===== src/rtl/if_stage_fetch_pkg.sv =====
// Shared constants and helpers for the instruction-fetch front end.
package if_stage_fetch_pkg;

  localparam int WIDTH = 32;
  localparam logic [WIDTH-1:0] NOP     = 32'h0000_0000;
  localparam logic [WIDTH-1:0] PC_STEP = 32'h0000_0004;

  function automatic logic [WIDTH-1:0] word_align(input logic [WIDTH-1:0] addr);
    return {addr[WIDTH-1:2], 2'b00};
  endfunction

endpackage


===== src/rtl/if_stage_fetch_chk.sv =====
// Protocol and bookkeeping assertions for the fetch front end.
module if_stage_fetch_chk #(
  parameter int CW = 2
) (
  input logic          clk,
  input logic          rst,
  input logic          imem_rsp_valid,
  input logic [CW-1:0] outstanding,
  input logic [CW-1:0] pcq_count,
  input logic          pcq_empty,
  input logic          pcq_full,
  input logic          req_fire,
  input logic          buf_full,
  input logic          buf_push,
  input logic          buf_pop
);

  a_rsp_with_outstanding: assert property (@(posedge clk) disable iff (!rst)
    imem_rsp_valid |-> (outstanding != {CW{1'b0}}));

  a_pcq_tracks_outstanding: assert property (@(posedge clk) disable iff (!rst)
    (pcq_count == outstanding) && (pcq_empty == (outstanding == {CW{1'b0}})));

  a_pcq_no_overflow: assert property (@(posedge clk) disable iff (!rst)
    !(req_fire && pcq_full));

  a_buf_no_overflow: assert property (@(posedge clk) disable iff (!rst)
    !(buf_push && buf_full && !buf_pop));

endmodule


===== src/rtl/if_stage_fetch_fifo.sv =====
// Small synchronous FIFO with a combinational head, a flush and push+pop-when-full support.
module fetch_fifo #(
  parameter int DW    = 32,
  parameter int DEPTH = 2
) (
  input  logic                       clk,
  input  logic                       rst,
  input  logic                       flush,
  input  logic                       push,
  input  logic [DW-1:0]              push_data,
  input  logic                       pop,
  output logic [DW-1:0]              head,
  output logic                       full,
  output logic                       empty,
  output logic [$clog2(DEPTH+1)-1:0] count
);

  localparam int AW = $clog2(DEPTH);
  localparam int CW = $clog2(DEPTH + 1);

  logic [DW-1:0] mem_r [DEPTH];
  logic [AW-1:0] rd_ptr_r;
  logic [AW-1:0] wr_ptr_r;
  logic [CW-1:0] count_r;
  logic          push_ok_s;
  logic          pop_ok_s;

  assign empty     = (count_r == {CW{1'b0}});
  assign full      = (count_r == CW'(DEPTH));
  assign pop_ok_s  = pop && !empty;
  assign push_ok_s = push && (!full || pop_ok_s);
  assign head      = mem_r[rd_ptr_r];
  assign count     = count_r;

  // Pointers and occupancy; flush empties the FIFO in a single edge.
  always_ff @(posedge clk) begin
    if (!rst) begin
      rd_ptr_r <= {AW{1'b0}};
      wr_ptr_r <= {AW{1'b0}};
      count_r  <= {CW{1'b0}};
    end else if (flush) begin
      rd_ptr_r <= {AW{1'b0}};
      wr_ptr_r <= {AW{1'b0}};
      count_r  <= {CW{1'b0}};
    end else begin
      if (push_ok_s) wr_ptr_r <= wr_ptr_r + AW'(1);
      if (pop_ok_s)  rd_ptr_r <= rd_ptr_r + AW'(1);
      case ({push_ok_s, pop_ok_s})
        2'b10:   count_r <= count_r + CW'(1);
        2'b01:   count_r <= count_r - CW'(1);
        default: count_r <= count_r;
      endcase
    end
  end

  // Storage array, intentionally not reset.
  always_ff @(posedge clk) begin
    if (push_ok_s) mem_r[wr_ptr_r] <= push_data;
  end

endmodule


===== src/rtl/if_stage_fetch.sv =====
// Instruction-fetch front end: owns the PC, issues credit-limited word requests and
// presents buffered {pc, instr} pairs to decode, with redirect and stall handling.
module if_stage_fetch
  import if_stage_fetch_pkg::*;
#(
  parameter logic [WIDTH-1:0] RESET_PC  = 32'h0000_0000,
  parameter int               BUF_DEPTH = 2
) (
  input  logic             clk,
  input  logic             rst,
  input  logic             stall_fetch,
  input  logic             redirect_valid,
  input  logic [WIDTH-1:0] redirect_pc,
  output logic             imem_req_valid,
  input  logic             imem_req_ready,
  output logic [WIDTH-1:0] imem_req_addr,
  input  logic             imem_rsp_valid,
  input  logic [WIDTH-1:0] imem_rsp_data,
  output logic [WIDTH-1:0] pc_fetch,
  output logic [WIDTH-1:0] instr_fetch,
  output logic             fetch_empty
);

  localparam int CW = $clog2(BUF_DEPTH + 1);

  logic [WIDTH-1:0]   pc_r;
  logic [CW-1:0]      outstanding_r;
  logic [CW-1:0]      discard_r;
  logic [CW-1:0]      buffered_s;
  logic [CW-1:0]      credits_s;
  logic [CW-1:0]      pcq_count_s;
  logic [WIDTH-1:0]   rsp_pc_s;
  logic [2*WIDTH-1:0] buf_head_s;
  logic               req_fire_s;
  logic               rsp_fire_s;
  logic               drop_s;
  logic               buf_push_s;
  logic               buf_pop_s;
  logic               buf_empty_s;
  logic               buf_full_s;
  logic               pcq_empty_s;
  logic               pcq_full_s;

  // Credits cover both in-flight requests and parked words, so responses can never overflow.
  assign credits_s     = CW'(BUF_DEPTH) - (outstanding_r + buffered_s);
  assign imem_req_addr = pc_r;
  assign req_fire_s    = imem_req_valid && imem_req_ready;
  assign rsp_fire_s    = imem_rsp_valid && (outstanding_r != {CW{1'b0}});
  assign drop_s        = rsp_fire_s && (discard_r != {CW{1'b0}});
  assign buf_push_s    = rsp_fire_s && !drop_s && !redirect_valid;
  assign buf_pop_s     = !stall_fetch && !buf_empty_s && !redirect_valid;

  // Request qualification: withdrawn during reset, redirect, or when out of credits.
  always_comb begin
    imem_req_valid = 1'b0;
    if (rst && !redirect_valid && (credits_s != {CW{1'b0}})) begin
      imem_req_valid = 1'b1;
    end else begin
      imem_req_valid = 1'b0;
    end
  end

  // Program counter: redirect wins, otherwise advance once per accepted request.
  always_ff @(posedge clk) begin
    if (!rst) begin
      pc_r <= RESET_PC;
    end else if (redirect_valid) begin
      pc_r <= word_align(redirect_pc);
    end else if (req_fire_s) begin
      pc_r <= pc_r + PC_STEP;
    end
  end

  // In-flight request count.
  always_ff @(posedge clk) begin
    if (!rst) begin
      outstanding_r <= {CW{1'b0}};
    end else begin
      case ({req_fire_s, rsp_fire_s})
        2'b10:   outstanding_r <= outstanding_r + CW'(1);
        2'b01:   outstanding_r <= outstanding_r - CW'(1);
        default: outstanding_r <= outstanding_r;
      endcase
    end
  end

  // Responses still owed to the wrong path; a response landing in the redirect cycle is already gone.
  always_ff @(posedge clk) begin
    if (!rst) begin
      discard_r <= {CW{1'b0}};
    end else if (redirect_valid) begin
      discard_r <= outstanding_r + CW'(req_fire_s) - CW'(rsp_fire_s);
    end else if (drop_s) begin
      discard_r <= discard_r - CW'(1);
    end
  end

  // Decode-side view: buffer head, or a zero bubble when nothing is buffered.
  always_comb begin
    pc_fetch    = {WIDTH{1'b0}};
    instr_fetch = NOP;
    fetch_empty = 1'b1;
    if (!buf_empty_s) begin
      pc_fetch    = buf_head_s[2*WIDTH-1:WIDTH];
      instr_fetch = buf_head_s[WIDTH-1:0];
      fetch_empty = 1'b0;
    end else begin
      pc_fetch    = {WIDTH{1'b0}};
      instr_fetch = NOP;
      fetch_empty = 1'b1;
    end
  end

  fetch_fifo #(.DW(WIDTH), .DEPTH(BUF_DEPTH)) u_pc_q (
    .clk       (clk),
    .rst       (rst),
    .flush     (1'b0),
    .push      (req_fire_s),
    .push_data (pc_r),
    .pop       (rsp_fire_s),
    .head      (rsp_pc_s),
    .full      (pcq_full_s),
    .empty     (pcq_empty_s),
    .count     (pcq_count_s)
  );

  fetch_fifo #(.DW(2*WIDTH), .DEPTH(BUF_DEPTH)) u_instr_buf (
    .clk       (clk),
    .rst       (rst),
    .flush     (redirect_valid),
    .push      (buf_push_s),
    .push_data ({rsp_pc_s, imem_rsp_data}),
    .pop       (buf_pop_s),
    .head      (buf_head_s),
    .full      (buf_full_s),
    .empty     (buf_empty_s),
    .count     (buffered_s)
  );

  if_stage_fetch_chk #(.CW(CW)) u_chk (
    .clk            (clk),
    .rst            (rst),
    .imem_rsp_valid (imem_rsp_valid),
    .outstanding    (outstanding_r),
    .pcq_count      (pcq_count_s),
    .pcq_empty      (pcq_empty_s),
    .pcq_full       (pcq_full_s),
    .req_fire       (req_fire_s),
    .buf_full       (buf_full_s),
    .buf_push       (buf_push_s),
    .buf_pop        (buf_pop_s)
  );

endmodule


===== config.mk =====
export PLATFORM = sky130hd
export DESIGN_NAME = if_stage_fetch
export DESIGN_NICKNAME = d
export VERILOG_FILES = /design/src/rtl/if_stage_fetch_pkg.sv /design/src/rtl/if_stage_fetch_chk.sv /design/src/rtl/if_stage_fetch_fifo.sv /design/src/rtl/if_stage_fetch.sv
export SDC_FILE = /design/constraint.sdc
export NUM_CORES = 1
export LEC_CHECK = 0
export ABC_AREA = 1
export BUFFER_PORTS_ARGS = -buffer_cell sky130_fd_sc_hd__clkbuf_2
export CORE_ASPECT_RATIO = 1.75
export CORE_UTILIZATION = 56
export DETAILED_ROUTE_END_ITERATION = 16
export PLACE_DENSITY_LB_ADDON = 0.08
export SETUP_SLACK_MARGIN = 0.15
export SYNTH_ARGS = -nofsm -noshare
export SYNTH_HDL_FRONTEND = slang
export SYNTH_SLANG_ARGS = --single-unit

===== constraint.sdc =====
create_clock -name clk -period 6.04 [get_ports clk]
set_clock_uncertainty 0.2 [all_clocks]
set_input_delay 0.302 -clock clk [delete_from_list [all_inputs] [get_ports clk]]
set_output_delay 0.302 -clock clk [all_outputs]
set_load 0.05 [all_outputs]

==> results.rst, run 1 <==
.. list-table::
   :header-rows: 1

   * - Metric
     - Value
   * - Family with the most delay on the worst path
     - buffers and inverters
   * - # Max-Cap Violations
     - 0
   * - Total gr overflow
     - 0
   * - Count of flip-flops with a built-in enable after synthesis
     - 184
   * - Netlist area before placement
     - 0.009721 mm^2
   * - Crit. End Element
     - output pin
   * - Total wire length after detailed routing
     - 21.11 mm
   * - Top cells by area, synth
     - sky130_fd_sc_hd__edfxtp_1 57%, sky130_fd_sc_hd__nand2_1 11%, sky130_fd_sc_hd__dfxtp_1 9.1%
   * - R2R depth
     - 5
   * - Worst stage delay on the critical path
     - 0.92 ns
   * - DIE WIDTH
     - 101.6 um
   * - Number of nets in the layout
     - 1216
   * - Critical R2R Launch
     - outstanding_r[1]
   * - Post-synthesis cell type count
     - 35
   * - Final Non-Filler Cells
     - 1378
   * - Upper clock frequency limit
     - 301.9 MHz
   * - Main flop type after synthesis
     - sky130_fd_sc_hd__edfxtp_1
   * - Number of endpoints with negative hold slack in the final report
     - 0
   * - Vias in the first global route
     - 6899
   * - Flop and latch count out of synthesis
     - 228
   * - Worst path buffer plus inverter count
     - 3
   * - Initial core utilization
     - 57.36%
   * - Floorplan die height
     - 176.3 um
   * - Critical path destination
     - pc_fetch[9]
   * - Unrepaired setup endpoints after global routing
     - false
   * - Portion of the clock cycle consumed by the worst path in the final layout
     - 54.84%
   * - Overall global routing resource usage
     - 23.81%
   * - Critical setup path kind
     - reg -> out
   * - Most frequent cells after synthesis
     - 277 x sky130_fd_sc_hd__nand2_1, 184 x sky130_fd_sc_hd__edfxtp_1, 106 x sky130_fd_sc_hd__a21oi_1
   * - H-tree levels
     - 1
   * - Power Density
     - 274.9 mW/mm^2
   * - Post-detailed-route DRC marker count
     - 0
   * - Pin slew with the least headroom to its limit
     - 1.124 ns
   * - End-of-flow core utilization
     - 70.50%
   * - PostCTS Resize Cnt
     - 0
   * - Post-synthesis cell count
     - 923
   * - Minimum setup slack among reg-to-reg paths
     - 2.91 ns
   * - Top Ports
     - 168
   * - Fraction of synthesized cell area taken by the top area cell type
     - 56.84%
   * - Number of antenna violations at the first check in global routing
     - 0
   * - Number of buffers on the longest clock path
     - 3
   * - Final total negative setup slack
     - 0 ns
   * - Mapped Avg Cell Area
     - 10.53 um^2
   * - HPWL reported at the end of detailed placement
     - 13.38 mm
   * - Pins over their slew limit
     - 0
   * - Layout Cell Area excl Fill
     - 0.01195 mm^2
   * - Placer congestion estimate
     - 0.8799
   * - Count of buffers from port buffering
     - 161
   * - Detailed Route Iter0 Violations
     - 245
   * - Synth Warn #
     - 0
   * - TritonCTS clock tree
     - built
   * - Nature of the critical path startpoint
     - register
   * - Area of placed instances
     - 0.01071 mm^2
   * - Std cell rows
     - 63
   * - Count of clock tree sinks
     - 228
   * - Average wire per standard cell
     - 15.32 um
   * - Slowest-stage cell, CP
     - sky130_fd_sc_hd__inv_2
   * - Leakage Power
     - 4.606 nW
   * - Antenna cell count
     - 0
   * - Most frequent cell after synthesis
     - sky130_fd_sc_hd__nand2_1
   * - Data required time of the worst path
     - 5.54 ns
   * - Final critical path time including I/O delays and setup
     - 3.312 ns
   * - Synthesis-to-layout area growth
     - 22.91%
   * - Clock buffer count from CTS
     - 20
   * - Slew HR
     - 24.95%
   * - Share of flip-flops with an asynchronous set or reset after synthesis
     - 0%
   * - Post-CTS clock slew at the launch and capture registers of the worst setup and hold paths
     - 0.07 ns
   * - Final ANT Viol Nets
     - 0
   * - Worst vdd ir
     - 0.2539 mV
   * - Latest clock arrival within the worst-skew pair
     - 0.49 ns
   * - Proportion of layout cells with a drive suffix above 1
     - 21.37%
   * - Seq/Total Area, Yosys
     - 65.90%
   * - Outcome
     - finished, final reports clean
   * - Number of cells in the design after placement
     - 1281
   * - Cells along the critical path
     - buf_4 -> inv_2 -> nand2_1 -> a21oi_1 -> clkbuf_2
   * - Critical path depth
     - 5
   * - Number of detailed-route iterations in the first pass
     - 4
   * - Pin count of the biggest net entering global routing
     - 64
   * - First-pass GRT wire length
     - 33.10 mm
   * - Library cell with the largest summed area after synthesis
     - sky130_fd_sc_hd__edfxtp_1
   * - Core area
     - 0.01695 mm^2
   * - CTS Root Buffer Type
     - sky130_fd_sc_hd__clkbuf_16
   * - Destination of the worst register-to-register timing path
     - u_instr_buf.mem_r[1][37]
   * - Top fanout value on the critical path
     - 63
   * - Crit path DAT
     - 2.81 ns
   * - Area of the die
     - 0.01791 mm^2
   * - Via count
     - 7183
   * - Hold WC Path Type
     - in -> reg
   * - Setup violators final
     - 0
   * - Via density per instance
     - 5.213
-- tightest hold or removal path: stages --
cell and delay (ns):
sky130_fd_sc_hd__clkbuf_2 0.25, sky130_fd_sc_hd__nand2_1 0.13, sky130_fd_sc_hd__inv_1 0.03
-- where the power goes --
| group | total (mW) | switching, mW | internal, mW |
|---|---|---|---|
| Sequential | 1.79 | 0.0376 | 1.75 |
| Combinational | 0.304 | 0.198 | 0.106 |
| Clock | 1.20 | 0.523 | 0.672 |
-- cells in the final DEF, fill, tap and decap left out, types with 7 or more instances in the layout --
master                          synthesis  final
sky130_fd_sc_hd__nand3_1               27     27
sky130_fd_sc_hd__dlygate4sd3_1          0     63
sky130_fd_sc_hd__inv_1                 50     50
sky130_fd_sc_hd__clkbuf_16              0     22
sky130_fd_sc_hd__a21oi_1              106    106
sky130_fd_sc_hd__edfxtp_1             184    184
sky130_fd_sc_hd__nor2_1                89     85
sky130_fd_sc_hd__dfxtp_1               44     43
sky130_fd_sc_hd__xor2_1                11     11
sky130_fd_sc_hd__clkbuf_2               0    161
sky130_fd_sc_hd__nand2_1              277    277
sky130_fd_sc_hd__o21ai_0               26     26
sky130_fd_sc_hd__ha_1                   7      7
sky130_fd_sc_hd__mux2_2                30     30
-- layout make-up --
cell class / count / area [um^2]
multi-input cells: 604 / 2962
fillers: 1241 / 5000
clock inverters: 6 / 27.53
clock buffers: 28 / 583.1
repair buffers: 229 / 1474
inverters: 56 / 210.2
flip-flops and latches: 228 / 6407
well taps: 227 / 284.0
-- worst min path at each step --
stage | start | end | cells past startpoint
floorplan | imem_rsp_data[0] | u_instr_buf.mem_r[0][0] | 0
detailed placement | u_pc_q.rd_ptr_r | register | 1
global placement | u_pc_q.rd_ptr_r | u_pc_q.rd_ptr_r | 1
CTS | rst | imem_req_addr[16] | 3
finish | rst | imem_req_addr[16] | 3
global route | rst | u_pc_q.count[1] | 3
-- layer usage --
metal	GRT usage, %	routed length (um)	vias up
met2	42.91	10780	245
met4	11.90	948	0
met3	3.088	1150	56
met5	0	0	-
met1	27.14	8230	3334
li1	-	-	3548
-- per-stage QoR --
| step | power [mW] | setup WS [ns] | hold WS [ns] |
|---|---|---|---|
| after floorplan | 2.010 | 1.836 | 0.2009 |
| after global placement | 2.084 | 2.519 | 0.2391 |
| after detailed placement | 2.090 | 2.518 | 0.2468 |
| after CTS | 3.308 | 2.671 | 0.05099 |
| after global routing | 3.397 | 2.534 | 0.07809 |
| final | 3.285 | 2.728 | 0.07137 |
-- registers in the layout, indices dropped and copies added (netlist names), named ones only --
signal,flops
discard_r,2
imem_req_addr,30
outstanding_r,2
u_instr_buf.count,2
u_instr_buf.mem_r,124
u_instr_buf.rd_ptr_r,1
u_instr_buf.wr_ptr_r,1
u_pc_q.count,2
u_pc_q.mem_r,60
u_pc_q.rd_ptr_r,1
u_pc_q.wr_ptr_r,1
-- timing repair --
action                    in CTS  in global routing
hold endpoints to repair      96                  0
setup buffers                  0                  0
hold buffers                  63                  0
-- cell families (layout without fill, tap and decap cells) --
family                   Yosys count  in the layout  synth area share [%]
AO/OA/AOI/OAI                    142            142                 7.607
other                              1              4               0.03858
XOR/XNOR                          13             13                 1.171
multiplexers                      30             30                 3.475
buffers and inverters             94            319                 4.054
AND/OR/NAND/NOR                  408            408                 16.85
flip-flops                       228            228                 65.90
adder cells (fa/ha/maj)            7              7                0.9010
Power figures use the tool's default switching activity.
==> inputs of run 2 (changes only) <==
==> constraint.sdc (replaced) <==
create_clock -name clk -period 3.3 [get_ports clk]
set_clock_uncertainty 0.2 [all_clocks]
set_input_delay 0.165 -clock clk [delete_from_list [all_inputs] [get_ports clk]]
set_output_delay 0.165 -clock clk [all_outputs]
set_load 0.05 [all_outputs]
==> results.rst, run 2 (synthesized netlist as in run 1, its figures left out) <==
.. list-table::
   :header-rows: 1

   * - Metric
     - Value
   * - Overall global routing resource usage
     - 24.49% (+0.68 points)
   * - Layout Cell Area excl Fill
     - 0.01216 mm^2 (+1.8%)
   * - Data required time of the worst path
     - 3.50 ns (-2.04 ns)
   * - DIE WIDTH
     - 101.6 um (unchanged)
   * - Portion of the clock cycle consumed by the worst path in the final layout
     - 89.28%
   * - Cells along the critical path
     - dlygate4sd3_1 -> clkbuf_2 -> inv_1 -> nor2_4 -> nand3_4 -> nand2_4 -> inv_2 -> nand2_1 -> nand3_1 -> nand2_1 -> dlygate4sd3_1 -> inv_1
   * - Leading cell type in the layout, fill and taps excluded
     - sky130_fd_sc_hd__nand2_1
   * - Detailed Route Iter0 Violations
     - 310 (+27%)
   * - Final ANT Viol Nets
     - 0 (unchanged)
   * - Number of antenna violations at the first check in global routing
     - 0 (unchanged)
   * - Area of the die
     - 0.01791 mm^2 (unchanged)
   * - Area of placed instances
     - 0.01078 mm^2 (+0.70%)
   * - Vias in the first global route
     - 7055 (+2.3%)
   * - Upper clock frequency limit
     - 339.4 MHz
   * - Std cell rows
     - 63 (unchanged)
   * - Least setup slack across all paths after layout
     - 0.3538 ns (-2.374 ns)
   * - Number of buffers on the longest clock path
     - 3 (unchanged)
   * - HPWL reported at the end of detailed placement
     - 13.67 mm (+2.1%)
   * - Multi-input gate area
     - 0.002954 mm^2 (-0.25%)
   * - Storage element area
     - 0.006407 mm^2 (unchanged)
   * - Final critical path time including I/O delays and setup
     - 2.946 ns
   * - Commonest cells after routing, fill and taps aside
     - 277 x sky130_fd_sc_hd__nand2_1, 184 x sky130_fd_sc_hd__edfxtp_1, 161 x sky130_fd_sc_hd__clkbuf_2
   * - Number of filler cells placed in the layout
     - 1214 (-2.2%)
   * - Post-detailed-route DRC marker count
     - 0 (unchanged)
   * - Hold WC Path Type
     - in -> reg
   * - Initial core utilization
     - 57.36% (unchanged)
   * - Top fanout value on the critical path
     - 25 (-60%)
   * - Placer congestion estimate
     - 0.9288 (+5.6%)
   * - Synthesis-to-layout area growth
     - 25.11%
   * - Post-CTS clock slew at the launch and capture registers of the worst setup and hold paths
     - 0.06 ns (about the same)
   * - Hold wc startpoint
     - imem_rsp_valid
   * - Clock buffer count from CTS
     - 21 (+5.0%)
   * - Largest register by flop count
     - u_instr_buf.mem_r
   * - Leakage Power
     - 4.703 nW (+2.1%)
   * - Total gr overflow
     - 0 (unchanged)
   * - Number of nets in the layout
     - 1234 (+1.5%)
   * - Routed wire length on met3
     - 1.138 mm (-1.0%)
   * - Number of endpoints with negative hold slack in the final report
     - 0 (unchanged)
   * - Slew HR
     - 43.86% (+19 points)
   * - WL met2
     - 11.46 mm (+6.4%)
   * - Pin count of the biggest net entering global routing
     - 63 (-1.6%)
   * - Average wire per standard cell
     - 15.50 um (+1.2%)
   * - H-tree levels
     - 1 (unchanged)
   * - Pins over their slew limit
     - 0 (unchanged)
   * - Final total negative setup slack
     - 0 ns (unchanged)
   * - Critical R2R Launch
     - outstanding_r[0]
   * - Total wire length after detailed routing
     - 21.67 mm (+2.7%)
   * - Latest clock arrival within the worst-skew pair
     - 0.49 ns (about the same)
   * - Setup WS pre-CTS
     - 0.6310 ns (-1.887 ns)
   * - Worst stage delay on the critical path
     - 0.55 ns (-0.37 ns)
   * - Via count
     - 7247 (+0.89%)
   * - Number of detailed-route iterations in the first pass
     - 5 (+1)
   * - Pin slew with the least headroom to its limit
     - 0.8409 ns (-0.2831 ns)
   * - Antenna cell count
     - 0 (unchanged)
   * - Nature of the critical path startpoint
     - input pin
   * - Unrepaired setup endpoints after global routing
     - false
   * - First-pass GRT wire length
     - 34.07 mm (+2.9%)
   * - Crit path DAT
     - 3.14 ns (+0.33 ns)
   * - Count of buffers from port buffering
     - 161 (unchanged)
   * - Top Ports
     - 168 (unchanged)
   * - Core area
     - 0.01695 mm^2 (unchanged)
   * - Number of buffers added for setup after CTS
     - 0 (unchanged)
   * - Power Density
     - 507.1 mW/mm^2 (+84%)
   * - Setup crit start
     - rst
   * - TritonCTS clock tree
     - built
   * - Crit. End Element
     - register
   * - Worst vdd ir
     - 0.4383 mV (+73%)
   * - Number of flip-flops under the largest register name
     - 124 (unchanged)
   * - Floorplan die height
     - 176.3 um (unchanged)
   * - Setup violators final
     - 0 (unchanged)
   * - Count of clock tree sinks
     - 228 (unchanged)
   * - Via density per instance
     - 5.184 (-0.55%)
   * - Slowest-stage cell, CP
     - sky130_fd_sc_hd__dlygate4sd3_1
   * - Outcome
     - finished, final reports clean
   * - End-of-flow core utilization
     - 71.76% (+1.3 points)
   * - Detailed-routing wirelength on met1
     - 8.478 mm (+3.0%)
   * - Power consumption
     - 6.168 mW (+88%)
   * - CTS Root Buffer Type
     - sky130_fd_sc_hd__clkbuf_16
   * - Critical setup path kind
     - in -> reg
   * - Uppermost signal routing layer after detailed routing
     - met4
   * - Proportion of layout cells with a drive suffix above 1
     - 22.29% (+0.92 points)
   * - # Max-Cap Violations
     - 0 (unchanged)
==> run 2: cell count changes in the layout (fill, tap and decap cells not counted), moves of 2 or more <==
cell and change:
sky130_fd_sc_hd__buf_12 +2, sky130_fd_sc_hd__buf_4 +6, sky130_fd_sc_hd__bufinv_16 +2, sky130_fd_sc_hd__clkbuf_1 -2, sky130_fd_sc_hd__clkinv_2 +4, sky130_fd_sc_hd__dlygate4sd3_1 +9
sky130_fd_sc_hd__nor2_2 +2, sky130_fd_sc_hd__nor2_4 -2
==> run 2: repair_timing <==
item                                   in CTS  in global routing
setup endpoints to repair                   0                  1
endpoints found under the hold margin     105                  0
gates resized for setup                     0                  1
hold buffers                               72                  0
==> run 2: critical path, delay by kind of cell <==
| kind | cells | cell delay, ns |
|---|---|---|
| simple gates | 6 | 1.14 |
| buf+inv | 6 | 1.82 |
==> run 2: cell type report <==
class                   count  share of cell area [%]
multi-input cells         604                   24.29
flip-flops and latches    228                   52.69
clock buffers              24                   4.414
clock inverters            13                  0.9876
well taps                 227                   2.335
repair buffers            246                   13.56
inverters                  56                   1.728
==> run 2: power by group <==
| group | total (mW) | internal [mW] | switching, mW |
|---|---|---|---|
| clock network | 2.32 | 1.33 | 0.995 |
| registers | 3.27 | 3.20 | 0.0720 |
| logic | 0.574 | 0.208 | 0.366 |
==> run 2: worst paths after layout <==
kind                            cells after the start  slack (ns)                end
worst max-delay path                               12        0.35  imem_req_addr[15]
worst min register to register                      1        0.26    u_pc_q.rd_ptr_r
worst max register to register                     12        0.40  imem_req_addr[15]
worst min-delay path                                4        0.13    u_pc_q.rd_ptr_r
==> run 2: through the flow <==
step	hold slack, ns	cells
after floorplan	0.06387	926
after global placement	0.1542	1289
after detailed placement	0.1572	1289
after CTS	0.1191	1398
after global routing	0.2015	1398
final	0.1283	1398
==> run 2: layer usage <==
layer / vias up / GRT usage [%]
met5: - / 0
met4: 0 / 8.635
met3: 40 / 3.048
met2: 223 / 46.23
met1: 3397 / 27.60
li1: 3587 / -
